[config.mk]
export PLATFORM = sky130hd
export DESIGN_NAME = instr_fetch_flat
export DESIGN_NICKNAME = d
export VERILOG_FILES = /design/src/rtl/instr_fetch_pkg.sv /design/src/rtl/instr_fetch_if.sv /design/src/rtl/ifetch_len_decode.sv /design/src/rtl/instr_fetch.sv /design/src/flat_wrapper.sv
export SDC_FILE = /design/constraint.sdc
export NUM_CORES = 1
export LEC_CHECK = 0
export ABC_AREA = 1
export CAP_MARGIN = 20
export CORE_MARGIN = 2
export CORE_UTILIZATION = 45
export CTS_BUF_LIST = sky130_fd_sc_hd__clkbuf_8
export CTS_CLUSTER_DIAMETER = 200
export DETAILED_ROUTE_END_ITERATION = 12
export PLACE_DENSITY_LB_ADDON = 0.08
export REMOVE_ABC_BUFFERS = 1
export SYNTH_ARGS = -nofsm -noshare
export SYNTH_HDL_FRONTEND = slang
export SYNTH_SLANG_ARGS = --single-unit
[constraint.sdc]
create_clock -name clk -period 4.9 [get_ports clk]
set_input_delay 1.225 -clock clk [delete_from_list [all_inputs] [get_ports clk]]
set_output_delay 1.225 -clock clk [all_outputs]
set_load 0.005 [all_outputs]
[src/rtl/instr_fetch_pkg.sv]
// Shared definitions for the LR35902 instruction fetch unit and its trace/disassembler models.
// Covers fetch states, the instruction bundle and the opcode length/illegal tables.
package instr_fetch_pkg;

    typedef enum logic [2:0] {
        IFS_FETCH_OP   = 3'd0,
        IFS_FETCH_CB   = 3'd1,
        IFS_FETCH_OPR1 = 3'd2,
        IFS_FETCH_OPR2 = 3'd3,
        IFS_HOLD       = 3'd4,
        IFS_STALL      = 3'd5
    } ifetch_state_e;

    localparam logic [7:0] CB_PREFIX = 8'hCB;

    typedef struct packed {
        logic [23:0] bytes;
        logic [1:0]  len;
        logic        cb;
        logic        illegal;
        logic [15:0] pc;
    } instr_bundle_t;

    // Bytes consumed from memory; a CB-prefixed instruction always takes two.
    function automatic logic [1:0] instr_len_f(input logic [7:0] opcode);
        logic [1:0] len;
        case (opcode)
            8'h06, 8'h0E, 8'h16, 8'h1E, 8'h26, 8'h2E, 8'h36, 8'h3E,
            8'h10, 8'h18, 8'h20, 8'h28, 8'h30, 8'h38,
            8'hC6, 8'hCE, 8'hD6, 8'hDE, 8'hE6, 8'hEE, 8'hF6, 8'hFE,
            8'hE0, 8'hF0, 8'hE8, 8'hF8, CB_PREFIX:         len = 2'd2;
            8'h01, 8'h11, 8'h21, 8'h31, 8'h08, 8'hC2, 8'hC3, 8'hCA,
            8'hD2, 8'hDA, 8'hC4, 8'hCC, 8'hCD, 8'hD4, 8'hDC,
            8'hEA, 8'hFA:                                  len = 2'd3;
            default:                                       len = 2'd1;
        endcase
        return len;
    endfunction

    function automatic logic is_illegal_f(input logic [7:0] opcode);
        logic ill;
        case (opcode)
            8'hD3, 8'hDB, 8'hDD, 8'hE3, 8'hE4, 8'hEB,
            8'hEC, 8'hED, 8'hF4, 8'hFC, 8'hFD: ill = 1'b1;
            default:                           ill = 1'b0;
        endcase
        return ill;
    endfunction

endpackage

[src/rtl/instr_fetch_if.sv]
// Memory read bus, redirect input and instruction output of the fetch unit.
// master = fetch unit side, slave = memory/execute side.
interface instr_fetch_if;
    logic        mem_req;
    logic [15:0] mem_addr;
    logic [7:0]  mem_rdata;
    logic        mem_ack;
    logic        redirect_valid;
    logic [15:0] redirect_pc;
    logic        instr_valid;
    logic        instr_ready;
    logic [23:0] instr_bytes;
    logic [1:0]  instr_len;
    logic        instr_cb;
    logic        instr_illegal;
    logic [15:0] instr_pc;

    modport master (
        output mem_req, mem_addr, instr_valid, instr_bytes, instr_len,
               instr_cb, instr_illegal, instr_pc,
        input  mem_rdata, mem_ack, redirect_valid, redirect_pc, instr_ready
    );

    modport slave (
        input  mem_req, mem_addr, instr_valid, instr_bytes, instr_len,
               instr_cb, instr_illegal, instr_pc,
        output mem_rdata, mem_ack, redirect_valid, redirect_pc, instr_ready
    );
endinterface

[src/rtl/ifetch_len_decode.sv]
// Combinational opcode length decoder, shared with the disassembler/trace model.
module ifetch_len_decode
    import instr_fetch_pkg::*;
(
    input  logic [7:0] opcode,
    output logic [1:0] len,
    output logic       cb,
    output logic       illegal
);
    assign len     = instr_len_f(opcode);
    assign cb      = (opcode == CB_PREFIX);
    assign illegal = is_illegal_f(opcode);
endmodule

[src/rtl/instr_fetch.sv]
// LR35902 instruction fetch: reads bytes over req/ack, assembles whole instructions.
// Define IFETCH_PREFETCH_EN to prefetch the next opcode while an instruction is held.
module instr_fetch
    import instr_fetch_pkg::*;
#(
    parameter logic [15:0] RESET_PC        = 16'h0000,
    parameter bit          HOLD_ON_ILLEGAL = 1'b1
) (
    input  logic        clk,
    input  logic        reset,
    instr_fetch_if.master bus
);
`ifdef IFETCH_PREFETCH_EN
    localparam bit PF_EN = 1'b1;
`else
    localparam bit PF_EN = 1'b0;
`endif

    localparam logic [2:0] S_FETCH_OP   = IFS_FETCH_OP;
    localparam logic [2:0] S_FETCH_CB   = IFS_FETCH_CB;
    localparam logic [2:0] S_FETCH_OPR1 = IFS_FETCH_OPR1;
    localparam logic [2:0] S_FETCH_OPR2 = IFS_FETCH_OPR2;
    localparam logic [2:0] S_HOLD       = IFS_HOLD;
    localparam logic [2:0] S_STALL      = IFS_STALL;

    logic [2:0]    state_q, state_d;
    logic [15:0]   fetch_pc_q, fetch_pc_d;
    logic [7:0]    op_q, op_d;
    logic [7:0]    opr1_q, opr1_d;
    logic [1:0]    len_q, len_d;
    logic [15:0]   ipc_q, ipc_d;
    instr_bundle_t ib_q, ib_d;
    logic          instr_valid_q, instr_valid_d;
    logic          pf_valid_q, pf_valid_d;
    logic [7:0]    pf_byte_q, pf_byte_d;

    logic        fetch_req, mem_req, ack, xfer, stall_after;
    logic        start_en;
    logic [7:0]  start_byte;
    logic [15:0] start_pc;
    logic [1:0]  dec_len;
    logic        dec_cb, dec_ill;

    ifetch_len_decode u_len_decode (
        .opcode  (start_byte),
        .len     (dec_len),
        .cb      (dec_cb),
        .illegal (dec_ill)
    );

    // An illegal instruction in HOLD must not trigger a prefetch: STALL follows it.
    assign stall_after = HOLD_ON_ILLEGAL && ib_q.illegal;

    always_comb begin
        fetch_req = 1'b0;
        case (state_q)
            S_FETCH_OP, S_FETCH_CB, S_FETCH_OPR1, S_FETCH_OPR2: fetch_req = 1'b1;
            S_HOLD:  fetch_req = PF_EN && !pf_valid_q && !stall_after;
            default: fetch_req = 1'b0;
        endcase
    end

    assign mem_req = fetch_req && !reset;
    assign ack     = mem_req && bus.mem_ack;
    assign xfer    = instr_valid_q && bus.instr_ready;

    always_comb begin
        state_d       = state_q;
        fetch_pc_d    = fetch_pc_q;
        op_d          = op_q;
        opr1_d        = opr1_q;
        len_d         = len_q;
        ipc_d         = ipc_q;
        ib_d          = ib_q;
        instr_valid_d = instr_valid_q;
        pf_valid_d    = pf_valid_q;
        pf_byte_d     = pf_byte_q;
        start_en      = 1'b0;
        start_byte    = bus.mem_rdata;
        start_pc      = fetch_pc_q;

        if (ack) fetch_pc_d = fetch_pc_q + 16'd1;

        case (state_q)
            S_FETCH_OP: if (ack) start_en = 1'b1;
            S_FETCH_CB: if (ack) begin
                ib_d = '{bytes: {16'h0, bus.mem_rdata}, len: 2'd2, cb: 1'b1,
                         illegal: 1'b0, pc: ipc_q};
                instr_valid_d = 1'b1;
                state_d       = S_HOLD;
            end
            S_FETCH_OPR1: if (ack) begin
                if (len_q == 2'd3) begin
                    opr1_d  = bus.mem_rdata;
                    state_d = S_FETCH_OPR2;
                end else begin
                    ib_d = '{bytes: {8'h0, bus.mem_rdata, op_q}, len: 2'd2, cb: 1'b0,
                             illegal: 1'b0, pc: ipc_q};
                    instr_valid_d = 1'b1;
                    state_d       = S_HOLD;
                end
            end
            S_FETCH_OPR2: if (ack) begin
                ib_d = '{bytes: {bus.mem_rdata, opr1_q, op_q}, len: 2'd3, cb: 1'b0,
                         illegal: 1'b0, pc: ipc_q};
                instr_valid_d = 1'b1;
                state_d       = S_HOLD;
            end
            S_HOLD: begin
                if (ack) begin
                    pf_valid_d = 1'b1;
                    pf_byte_d  = bus.mem_rdata;
                end
                if (xfer) begin
                    instr_valid_d = 1'b0;
                    pf_valid_d    = 1'b0;
                    if (stall_after) begin
                        state_d = S_STALL;
                    end else if (pf_valid_q || ack) begin
                        // A byte acked this very cycle is used directly as the next opcode.
                        start_en   = 1'b1;
                        start_byte = pf_valid_q ? pf_byte_q : bus.mem_rdata;
                        start_pc   = pf_valid_q ? (fetch_pc_q - 16'd1) : fetch_pc_q;
                    end else begin
                        state_d = S_FETCH_OP;
                    end
                end
            end
            S_STALL: ;
            default: state_d = S_FETCH_OP;
        endcase

        if (start_en) begin
            ipc_d = start_pc;
            op_d  = start_byte;
            len_d = dec_len;
            if (dec_cb) begin
                state_d = S_FETCH_CB;
            end else if (dec_len == 2'd1) begin
                ib_d = '{bytes: {16'h0, start_byte}, len: 2'd1, cb: 1'b0,
                         illegal: dec_ill, pc: start_pc};
                instr_valid_d = 1'b1;
                state_d       = S_HOLD;
            end else begin
                state_d = S_FETCH_OPR1;
            end
        end

        if (bus.redirect_valid) begin
            fetch_pc_d    = bus.redirect_pc;
            state_d       = S_FETCH_OP;
            instr_valid_d = 1'b0;
            pf_valid_d    = 1'b0;
        end
    end

    always_ff @(posedge clk) begin
        if (reset) begin
            state_q       <= S_FETCH_OP;
            fetch_pc_q    <= RESET_PC;
            op_q          <= 8'h00;
            opr1_q        <= 8'h00;
            len_q         <= 2'd0;
            ipc_q         <= RESET_PC;
            ib_q          <= '{bytes: 24'h0, len: 2'd0, cb: 1'b0, illegal: 1'b0, pc: RESET_PC};
            instr_valid_q <= 1'b0;
            pf_valid_q    <= 1'b0;
            pf_byte_q     <= 8'h00;
        end else begin
            state_q       <= state_d;
            fetch_pc_q    <= fetch_pc_d;
            op_q          <= op_d;
            opr1_q        <= opr1_d;
            len_q         <= len_d;
            ipc_q         <= ipc_d;
            ib_q          <= ib_d;
            instr_valid_q <= instr_valid_d;
            pf_valid_q    <= pf_valid_d;
            pf_byte_q     <= pf_byte_d;
        end
    end

    assign bus.mem_req       = mem_req;
    assign bus.mem_addr      = fetch_pc_q;
    assign bus.instr_valid   = instr_valid_q;
    assign bus.instr_bytes   = ib_q.bytes;
    assign bus.instr_len     = ib_q.len;
    assign bus.instr_cb      = ib_q.cb;
    assign bus.instr_illegal = ib_q.illegal;
    assign bus.instr_pc      = ib_q.pc;

endmodule

[src/flat_wrapper.sv]
// flat-port wrapper written by rule: the top's interface ports become plain ports
module instr_fetch_flat import instr_fetch_pkg::*;
#(
    parameter logic [15:0] RESET_PC        = 16'h0000,
    parameter bit          HOLD_ON_ILLEGAL = 1'b1
)
  (clk, reset, bus_mem_req, bus_mem_addr, bus_instr_valid, bus_instr_bytes, bus_instr_len, bus_instr_cb, bus_instr_illegal, bus_instr_pc, bus_mem_rdata, bus_mem_ack, bus_redirect_valid, bus_redirect_pc, bus_instr_ready);
  instr_fetch_if bus_i ();
  input  logic clk;
  input  logic reset;
  output wire logic [$bits(bus_i.mem_req)-1:0] bus_mem_req;
  output wire logic [$bits(bus_i.mem_addr)-1:0] bus_mem_addr;
  output wire logic [$bits(bus_i.instr_valid)-1:0] bus_instr_valid;
  output wire logic [$bits(bus_i.instr_bytes)-1:0] bus_instr_bytes;
  output wire logic [$bits(bus_i.instr_len)-1:0] bus_instr_len;
  output wire logic [$bits(bus_i.instr_cb)-1:0] bus_instr_cb;
  output wire logic [$bits(bus_i.instr_illegal)-1:0] bus_instr_illegal;
  output wire logic [$bits(bus_i.instr_pc)-1:0] bus_instr_pc;
  input wire logic [$bits(bus_i.mem_rdata)-1:0] bus_mem_rdata;
  input wire logic [$bits(bus_i.mem_ack)-1:0] bus_mem_ack;
  input wire logic [$bits(bus_i.redirect_valid)-1:0] bus_redirect_valid;
  input wire logic [$bits(bus_i.redirect_pc)-1:0] bus_redirect_pc;
  input wire logic [$bits(bus_i.instr_ready)-1:0] bus_instr_ready;
  assign bus_mem_req = bus_i.mem_req;
  assign bus_mem_addr = bus_i.mem_addr;
  assign bus_instr_valid = bus_i.instr_valid;
  assign bus_instr_bytes = bus_i.instr_bytes;
  assign bus_instr_len = bus_i.instr_len;
  assign bus_instr_cb = bus_i.instr_cb;
  assign bus_instr_illegal = bus_i.instr_illegal;
  assign bus_instr_pc = bus_i.instr_pc;
  assign bus_i.mem_rdata = bus_mem_rdata;
  assign bus_i.mem_ack = bus_mem_ack;
  assign bus_i.redirect_valid = bus_redirect_valid;
  assign bus_i.redirect_pc = bus_redirect_pc;
  assign bus_i.instr_ready = bus_instr_ready;
  instr_fetch #(.RESET_PC(RESET_PC), .HOLD_ON_ILLEGAL(HOLD_ON_ILLEGAL)) u_core (.clk(clk), .reset(reset), .bus(bus_i));
endmodule
; ---- Word level (Yosys, flattened, before mapping)
; Index checks and enable logic that the tools add are counted.
[classes]
addsub = 2
eq_ne = 67
mux = 48
n_reduce_logical = 19
[op_table]
columns = op, n
row1 = $mux W44, 7
row2 = $eq A8 B8 Y1 const B, 36
row3 = $pmux W44 S3, 1
row4 = $mux W16, 7
row5 = $eq A8 B6 Y1 const B, 10
row6 = $eq A8 B5 Y1 const B, 5
row7 = $mux W8, 5
row8 = $mux W3, 9
row9 = $reduce_or A27 Y1, 1
row10 = $reduce_or A17 Y1, 1
row11 = $add A16 B1 Y16 const B, 1
row12 = $eq A8 B4 Y1 const B, 2
row13 = $sub A16 B1 Y16 const B, 1
row14 = $mux W1, 15
row15 = $pmux W3 S4, 1
row16 = $reduce_or A11 Y1, 1
row17 = $ne A3 B1 Y1 const B, 3
row18 = $eq A8 B1 Y1 const B, 1
row19 = $eq A8 B3 Y1 const B, 1
row20 = $eq A3 B2 Y1 const B, 2
row21 = $eq A3 B3 Y1 const B, 2
row22 = $reduce_or A2 Y1, 3
row23 = $reduce_and A5 Y1, 1
row24 = $ne A4 B2 Y1 const B, 1
row25 = other kinds (15), 19
[word_totals]
reg_bits = 107
inputBits = 29
output_inout_bits = 62
elab_cells = 150

; ---- Depth between registers and ports, before layout
; Gate-level depths: netlist of the first run.
[logic_depth]
depth_word = 17
ltp_mapped = 18

; ---- Cells and area by module
; From an unflattened synthesis of the first run, not the netlist that was laid out.
[hier_totals]
cells_unflattened = 861
area_unflattened_um2 = 5709.2
[modules_own_cells]
columns = module, n_inst, cells_each, area_per_inst_um2
row1 = instr_fetch, 1, 785, 5358.9
row2 = ifetch_len_decode, 1, 76, 350.3

; ---- Worst setup path after synthesis of the first run
; Ideal clock, no wire load.
[synth_timing]
path_type = in2reg
startpoint = input port reset
endpoint = register u_core.ib_q (netlist bit u_core.bus.instr_pc[15])
arrival_ns = 2.756
t_required_ns = 4.790
setup_slack_ns = 2.034
path_stages = 15
path_cell_list = clkbuf_1 -> nor2_1 -> nand2_2 -> inv_2 -> nand2_1 -> o21ai_1 -> inv_1 -> buf_2 -> buf_2 -> nand2_1 -> nand2_1 -> clkinv_1 -> nand2_1 -> inv_2 -> nor2_1
[synth_via]
elab_chain_cells = 15
elab_cells_between_ends = 72
cone_classes = eq/ne (45) / mux (21) / reduce/logical (6)
[synth_lines]
columns = item, line_no
row1 = from (decl), flat_wrapper.sv:10  ; input logic reset;
row2 = $logic_not A1 Y1 (*), instr_fetch.sv:63  ; assign mem_req = fetch_req && !reset;
row3 = $logic_and A1 B1 Y1 (*), instr_fetch.sv:63
row4 = net bus_mem_req, flat_wrapper.sv:11  ; output wire logic [$bits(bus_i.mem_req)-1:0] bus_mem_req;
row5 = $logic_and A1 B1 Y1 (*), instr_fetch.sv:64  ; assign ack = mem_req && bus.mem_ack;
row6 = $logic_or A1 B1 Y1, instr_fetch.sv:119  ; end else if (pf_valid_q || ack) begin
row7 = $mux W8, instr_fetch.sv:119
row8 = $mux W8, instr_fetch.sv:117  ; if (stall_after) begin
row9 = $mux W8, instr_fetch.sv:114  ; if (xfer) begin
row10 = $mux W8, instr_fetch.sv:84  ; case (state_q)
row11 = "$eq A8 B3 Y1, or another cell as far along", instr_fetch_pkg.sv:27  ; case (opcode)
row12 = $reduce_or A27 Y1 or $reduce_or A17 Y1 (tied branches), instr_fetch_pkg.sv:27
row13 = $pmux W2 S2, instr_fetch_pkg.sv:27
row14 = $eq A2 B1 Y1, instr_fetch.sv:139  ; end else if (dec_len == 2'd1) begin
row15 = $mux W44, instr_fetch.sv:139
row16 = $mux W44, instr_fetch.sv:137  ; if (dec_cb) begin
row17 = $mux W44 (*), instr_fetch.sv:133  ; if (start_en) begin
row18 = to (signal assigned), instr_fetch.sv:165  ; ib_q <= '{bytes: 24'h0, len: 2'd0, cb: 1'b0, illegal: 1'b0, pc: RESET_PC};
row19 = to (signal assigned), instr_fetch.sv:176  ; ib_q <= ib_d;
row20 = to (decl), instr_fetch.sv:32  ; instr_bundle_t ib_q, ib_d;
; Mark *: on every way through the listed nets, which the timed path passes. The rest lies on a longest branch.
; A chain may end at the register's enable or synchronous reset.

; ---- Worst setup path after layout of the first run
[layout_timing]
startpoint = input port bus_instr_ready
endpoint = register u_core.ib_q (netlist bit u_core.bus.instr_pc[1])
[layout_via]
elab_chain_cells = 10
elab_cells_between_ends = 58
cone_classes = eq/ne (45) / mux (10) / reduce/logical (3)
[layout_lines]
columns = item, line_no
row1 = from (decl), flat_wrapper.sv:23  ; input wire logic [$bits(bus_i.instr_ready)-1:0] bus_instr_ready;
row2 = $logic_and A1 B1 Y1 (*), instr_fetch.sv:65  ; assign xfer = instr_valid_q && bus.instr_ready;
row3 = $mux W8, instr_fetch.sv:114
row4 = $mux W8, instr_fetch.sv:84
row5 = "$eq A8 B3 Y1, or another cell as far along", instr_fetch_pkg.sv:27
row6 = $reduce_or A27 Y1 or $reduce_or A17 Y1 (tied branches), instr_fetch_pkg.sv:27
row7 = $pmux W2 S2, instr_fetch_pkg.sv:27
row8 = $eq A2 B1 Y1, instr_fetch.sv:139
row9 = $mux W44, instr_fetch.sv:139
row10 = $mux W44, instr_fetch.sv:137
row11 = $mux W44 (*), instr_fetch.sv:133
; Every way passes the cells marked *; elsewhere a longest branch is shown, timed or not.

==> results_dict.tcl, run 1 <==
set metrics [dict create \
    outcome "finished clean" \
    worst_clock_skew_ns 0.00795 \
    dp_hpwl_um 11700 \
    io_buffers 90 \
    clock_path_buffers 2 \
    worstPathMaxFanout 21 \
    min_period_ns 3.78 \
    nets 983 \
    slew_headroom 0.337 \
    drc 0 \
    fillers 1353 \
    rsz0062_at_grt "false" \
    setup_ws_ns 1.12 \
    dieWidth_um 118 \
    rr_worst_depth 16 \
    post_route_cells_drive_above_1_share 0.0899 \
    cts_root_buf "clkbuf_8" \
    cts_buffers 9 \
    setup_viol 0 \
    p_per_area_nw_per_um2 318 \
    cts_resized 0 \
    synth-edff-count 0 \
    post_drt_wl_per_cell_um 14.5 \
    firstDrtPassIters 5 \
    dieArea_um2 14000 \
    grt_antenna_before_repair 0 \
    syn_inst 885 \
    grtUsageTotal 0.235 \
    crit_type "in2reg" \
    hold_path_class "reg2reg" \
    std_cell_rows 41 \
    syn_area_per_cell_um2 6.66 \
    hold_buffers 0 \
    r2r_start "u_core.bus.instr_valid" \
    seq_area_frac_synth 0.363 \
    synth_top_area_frac 0.363 \
    viasPerCell 5.09 \
    seqCellArea_um2 2140 \
    overflow 0 \
    dp_slack_ns 0.742 \
    clock-sinks 107 \
    htreeDepth 3 \
    finalCritPeriodShare 0.770 \
    ys_ff_latch 107 \
    cp.required_ns 5.20 \
    die_h_um 118 \
    cp.arrival_ns 4.07 \
    tightest_slew_ns 0.993 \
    diodes 0 \
    end_kind "register" \
    utilization 0.559 \
    gp_congestion 0.928 \
    clock_latency_ns 0.39 \
    coreArea_um2 12700 \
    synthArstFlopShare 0 \
    syn_area_um2 5900 \
    drt-total-wl_um 16400 \
    num_vias 5752 \
    synth_area_leaders "dfxtp_1, nand2_1, inv_1, nor2_1, a21oi_1" \
    grt_first_pass_wirelength_um 26700 \
    ys.warnings.count 0 \
    report.final.slew_viol_count 0 \
    grt_pass1_vias 5258 \
    crit_path_max_incr_delay_ns 0.51 \
    whs_path_depth 2 \
    synth.top_cells.by_count "nand2_1, inv_1, dfxtp_1" \
    grt_max_degree 41 \
    worst_path_max_delay_cell "clkdlybuf4s50_1" \
    final_area_um2 7110 \
    regToRegEndpoint "u_core.bus.instr_pc[1]" \
    syn_to_final_growth_pct 20.6 \
    yosysTopAreaCell "dfxtp_1" \
    p_leak_nw 3.03 \
    ir_drop_mv 0.137 \
    critPathLaunchType "primary input" \
    yosysMostFrequentCell "nand2_1" \
    cpMostUsedCell "nand2_1" \
    synth.distinct_cells 35 \
    hold_ws_ns 0.436 \
    ant_nets 0 \
    start_util 0.464 \
    worstHoldStart "u_core.pf_byte_q[7]" \
    finalHoldViolCount 0 \
    clock.fmax_mhz 265 \
    crit_path_cell_trace "clkdlybuf4s50_1, nand2_1, nor2_4, nand2_2, nand2_1, nand2_1, inv_2, nand2_2, nor2_1, nand2_1, nand2_2, nor2_8, nand3_4, buf_4, nand2_1, inv_2, nor2_1" \
    cts_tree "yes" \
    drt_iter0_drc 380 \
    hold_path_end "u_core.pf_byte_q[7]" \
    post_cts_buffers 0 \
    place_area_um2 6870 \
    clk_pin_slew_ns 0.10 \
    max_cap_violations 0 \
    synth_flop_cell "dfxtp_1" \
    pin_count 91 \
    multiInputGateArea_um2 2990 \
    r2r_setup_slack_ns 2.03 \
]
## placed cells by master, fill, tap and decap left out, types with 2 or more instances in the layout
cell	netlist	routed
nand2_1	207	207
inv_1	116	116
dfxtp_1	107	107
clkdlybuf4s50_1	0	90
nor2_1	89	89
a21oi_1	54	53
o21ai_0	38	38
nand4_1	31	31
inv_2	26	26
nor3_1	23	23
nand3_1	23	23
xor2_1	23	23
o211ai_1	20	20
o22ai_1	14	14
nand2_2	12	12
nor2_2	11	11
clkbuf_8	0	11
a221oi_1	10	10
buf_4	0	9
a31oi_1	8	8
a211oi_1	6	6
o21ai_1	5	5
xnor2_1	3	3
nor2_8	2	2
nand3_4	2	2
ha_1	2	2
bufinv_16	0	2
clkinvlp_4	0	2
## state kept, by name, summed over array words and instances, names as in the netlist
register,cells
u_core.bus.instr_bytes,24
u_core.bus.instr_cb,1
u_core.bus.instr_illegal,1
u_core.bus.instr_len,2
u_core.bus.instr_pc,16
u_core.bus.instr_valid,1
u_core.bus.mem_addr,16
u_core.ipc_q,16
u_core.len_q,2
u_core.op_q,8
u_core.opr1_q,8
u_core.pf_byte_q,8
u_core.pf_valid_q,1
u_core.state_q,3
## cell type report
type,count,area share
clock inverters,5,0.0118
clock buffers,11,0.0213
multi-input cells,590,0.420
repair buffers,101,0.140
inverters,143,0.0755
flip-flops and latches,107,0.301
well taps,172,0.0303
## layer usage
| layer | part of all wire | GRT usage | up-vias |
|---|---|---|---|
| met5 | 0 | 0 | - |
| met1 | 0.51 | 0.356 | 2604 |
| met3 | 0.065 | 0.0454 | 16 |
| met4 | 0.014 | 0.0707 | 0 |
| li1 | - | - | 2964 |
| met2 | 0.41 | 0.335 | 168 |
## worst max-delay path, delay by kind of cell
| kind | cells | cell delay, ns |
|---|---|---|
| and+or+nand+nor | 13 | 1.93 |
| buffers and inverters | 4 | 0.92 |
## cells by family after synthesis
family | share of synthesized area
AOI/OAI and AO/OA | 0.155
xor gates and xnor gates | 0.0386
adders and majority gates | 0.00424
buffers and inverters | 0.132
DFF | 0.363
and+or+nand+nor | 0.307
## per-stage QoR
| step | setup TNS [ns] | std cells | power, mW |
|---|---|---|---|
| after detailed placement | 0 | 1112 | 1.62 |
| after global routing | 0 | 1129 | 2.38 |
| after CTS | 0 | 1128 | 2.27 |
| after floorplan | -13.25 | 840 | 1.38 |
| after global placement | 0 | 1112 | 1.62 |
| final | 0 | 1129 | 2.26 |
## power by group
part | internal (mW) | switching [mW] | leakage [nW]
Clock | 0.318 | 0.332 | 0.112
Sequential | 0.947 | 0.0630 | 0.874
Combinational | 0.245 | 0.357 | 2.05
Total | 1.51 | 0.752 | 3.03
## worst max path at each step
stage                    startpoint                      to
floorplan           bus_instr_ready       u_core.state_q[0]
global placement    bus_instr_ready  u_core.bus.instr_pc[6]
detailed placement  bus_instr_ready  u_core.bus.instr_pc[6]
CTS                 bus_instr_ready  u_core.bus.instr_pc[6]
global route        bus_instr_ready  u_core.bus.instr_pc[6]
finish              bus_instr_ready  u_core.bus.instr_pc[1]
Note: power is estimated with default switching activity, not from simulation.
==> run 2, diff against run 1 <==
- clock period: 4.9 -> 3.8 ns (I/O delays scaled with it)
==> run 2 against run 1 <==
- total power increased by 22%
- combinational power is 30% higher
- die area unchanged
==> results_dict.tcl, run 2 (same netlist as run 1, synthesis figures left out) <==
set metrics [dict create \
    outcome "finished clean" \
    slew_headroom 0.315 \
    setup_viol 0 \
    end_kind "register" \
    regToRegEndpoint "u_core.bus.instr_bytes[21]" \
    clock.fmax_mhz 319 \
    dieArea_um2 14000 \
    ant_nets 0 \
    dieWidth_um 118 \
    worst_path_max_delay_cell "clkdlybuf4s50_1" \
    ir_drop_mv 0.193 \
    largest_register_ffs 24 \
    cp.arrival_ns 3.46 \
    grt_max_degree 34 \
    clockPowerShare 0.244 \
    viasPerCell 5.11 \
    grt_pass1_vias 5211 \
    r2r_start "u_core.state_q[2]" \
    p_leak_nw 3.05 \
    overflow 0 \
    rr_worst_depth 14 \
    finalCritPeriodShare 0.825 \
    drc 0 \
    syn_to_final_growth_pct 20.5 \
    crit_path_max_incr_delay_ns 0.50 \
    pin_count 91 \
    io_buffers 90 \
    worstHoldStart "u_core.ipc_q[2]" \
    mostFrequentLayoutCells "nand2_1, inv_1, dfxtp_1" \
    p_per_area_nw_per_um2 388 \
    crit_start "bus_instr_ready" \
    final_cells 1135 \
    cp.required_ns 4.12 \
    dp_slack_ns 0.257 \
    htreeDepth 3 \
    clock-sinks 107 \
    firstDrtPassIters 5 \
    hold_path_class "reg2reg" \
    grt_antenna_before_repair 0 \
    cts_resized 0 \
    coreArea_um2 12700 \
    multiInputGateArea_um2 2990 \
    r2r_setup_slack_ns 1.17 \
    tightest_slew_ns 1.02 \
    critPathLaunchType "primary input" \
    crit_type "in2reg" \
    endpoint "u_core.bus.instr_bytes[5]" \
    place_inst 1120 \
    max_cap_violations 0 \
    min_period_ns 3.14 \
    swShare 0.338 \
    setup_ws_ns 0.663 \
    clk_pin_slew_ns 0.10 \
    worst_clock_skew_ns 0.00995 \
    cts_buffers 9 \
    post_drt_wl_per_cell_um 14.3 \
    final_common_cell "nand2_1" \
    grtUsageTotal 0.234 \
    clock_latency_ns 0.38 \
    worstPathMaxFanout 17 \
    cpMostUsedCell "nand2_1" \
    nets 990 \
    clock_path_buffers 2 \
    hold_buffers 0 \
    std_cell_rows 41 \
    grt_first_pass_wirelength_um 26600 \
    crit_path_cell_trace "clkdlybuf4s50_1, nand2_1, nor2_4, buf_4, nand3_1, nand2_1, inv_2, nand2_2, nor2_1, nand2_1, nand2_2, nor2_8, nand3_4, buf_4, nand2_1, inv_1, nor2_1" \
    finalHoldViolCount 0 \
    intPower_mw 1.83 \
    die_h_um 118 \
    gp_congestion 0.893 \
    utilization 0.559 \
    combPwrFrac 0.284 \
    cts_root_buf "clkbuf_8" \
    post_route_cells_drive_above_1_share 0.0935 \
    seqCellArea_um2 2140 \
    drt-total-wl_um 16200 \
    start_util 0.464 \
    seqPwrFrac 0.472 \
    rsz0062_at_grt "false" \
    post_cts_buffers 0 \
    fillers 1314 \
    report.final.slew_viol_count 0 \
    drt_iter0_drc 413 \
    diodes 0 \
    num_vias 5796 \
    switching_power_uw 932 \
    dp_hpwl_um 11400 \
    cts_tree "yes" \
]
run 2: per-layer routing:
layer / GRT usage / vias up / wire length, um
met5: 0 / - / 0
li1: - / 2981 / -
met3: 0.0396 / 14 / 994
met2: 0.332 / 167 / 6740
met1: 0.357 / 2634 / 8280
met4: 0.0714 / 0 / 187
run 2: power by group through the flow:
stage | combinational, mW | clock (mW) | sequential, mW
after floorplan | 0.470 | 0 | 1.31
after global placement | 0.775 | 0 | 1.33
after detailed placement | 0.775 | 0 | 1.33
after CTS | 0.779 | 0.692 | 1.30
after global routing | 0.876 | 0.726 | 1.32
final | 0.782 | 0.674 | 1.30
run 2: final cells by class:
class / instances / area share
clock buffer: 12 / 0.0232
clock inverter: 3 / 0.00211
inverter: 143 / 0.0755
tap: 172 / 0.0303
multi-input combinational: 590 / 0.420
timing repair buffer: 108 / 0.147
sequential: 107 / 0.301
run 2: worst min path at each step:
stage / endpoint / slack [ns] / depth (start not counted)
floorplan: u_core.pf_byte_q[4] / 0.41 / 2
global placement: u_core.pf_byte_q[7] / 0.43 / 2
detailed placement: u_core.pf_byte_q[7] / 0.44 / 2
CTS: u_core.pf_byte_q[7] / 0.45 / 2
global route: u_core.pf_byte_q[3] / 0.47 / 2
finish: u_core.ipc_q[2] / 0.45 / 2
run 2: per-stage QoR:
| step | hold WS, ns | TNS (ns) | total power [mW] | cell area [um^2] |
|---|---|---|---|---|
| after floorplan | 0.410 | -67.15 | 1.78 | 5650 |
| after global placement | 0.425 | 0 | 2.10 | 6930 |
| after detailed placement | 0.437 | 0 | 2.10 | 6930 |
| after CTS | 0.451 | 0 | 2.77 | 7110 |
| after global routing | 0.471 | 0 | 2.92 | 7110 |
| final | 0.453 | 0 | 2.76 | 7110 |
run 2: worst max-delay path: cells and delay by family:
kind	cells	cell delay [ns]
buf+inv	5	1.05
simple gates	12	1.45
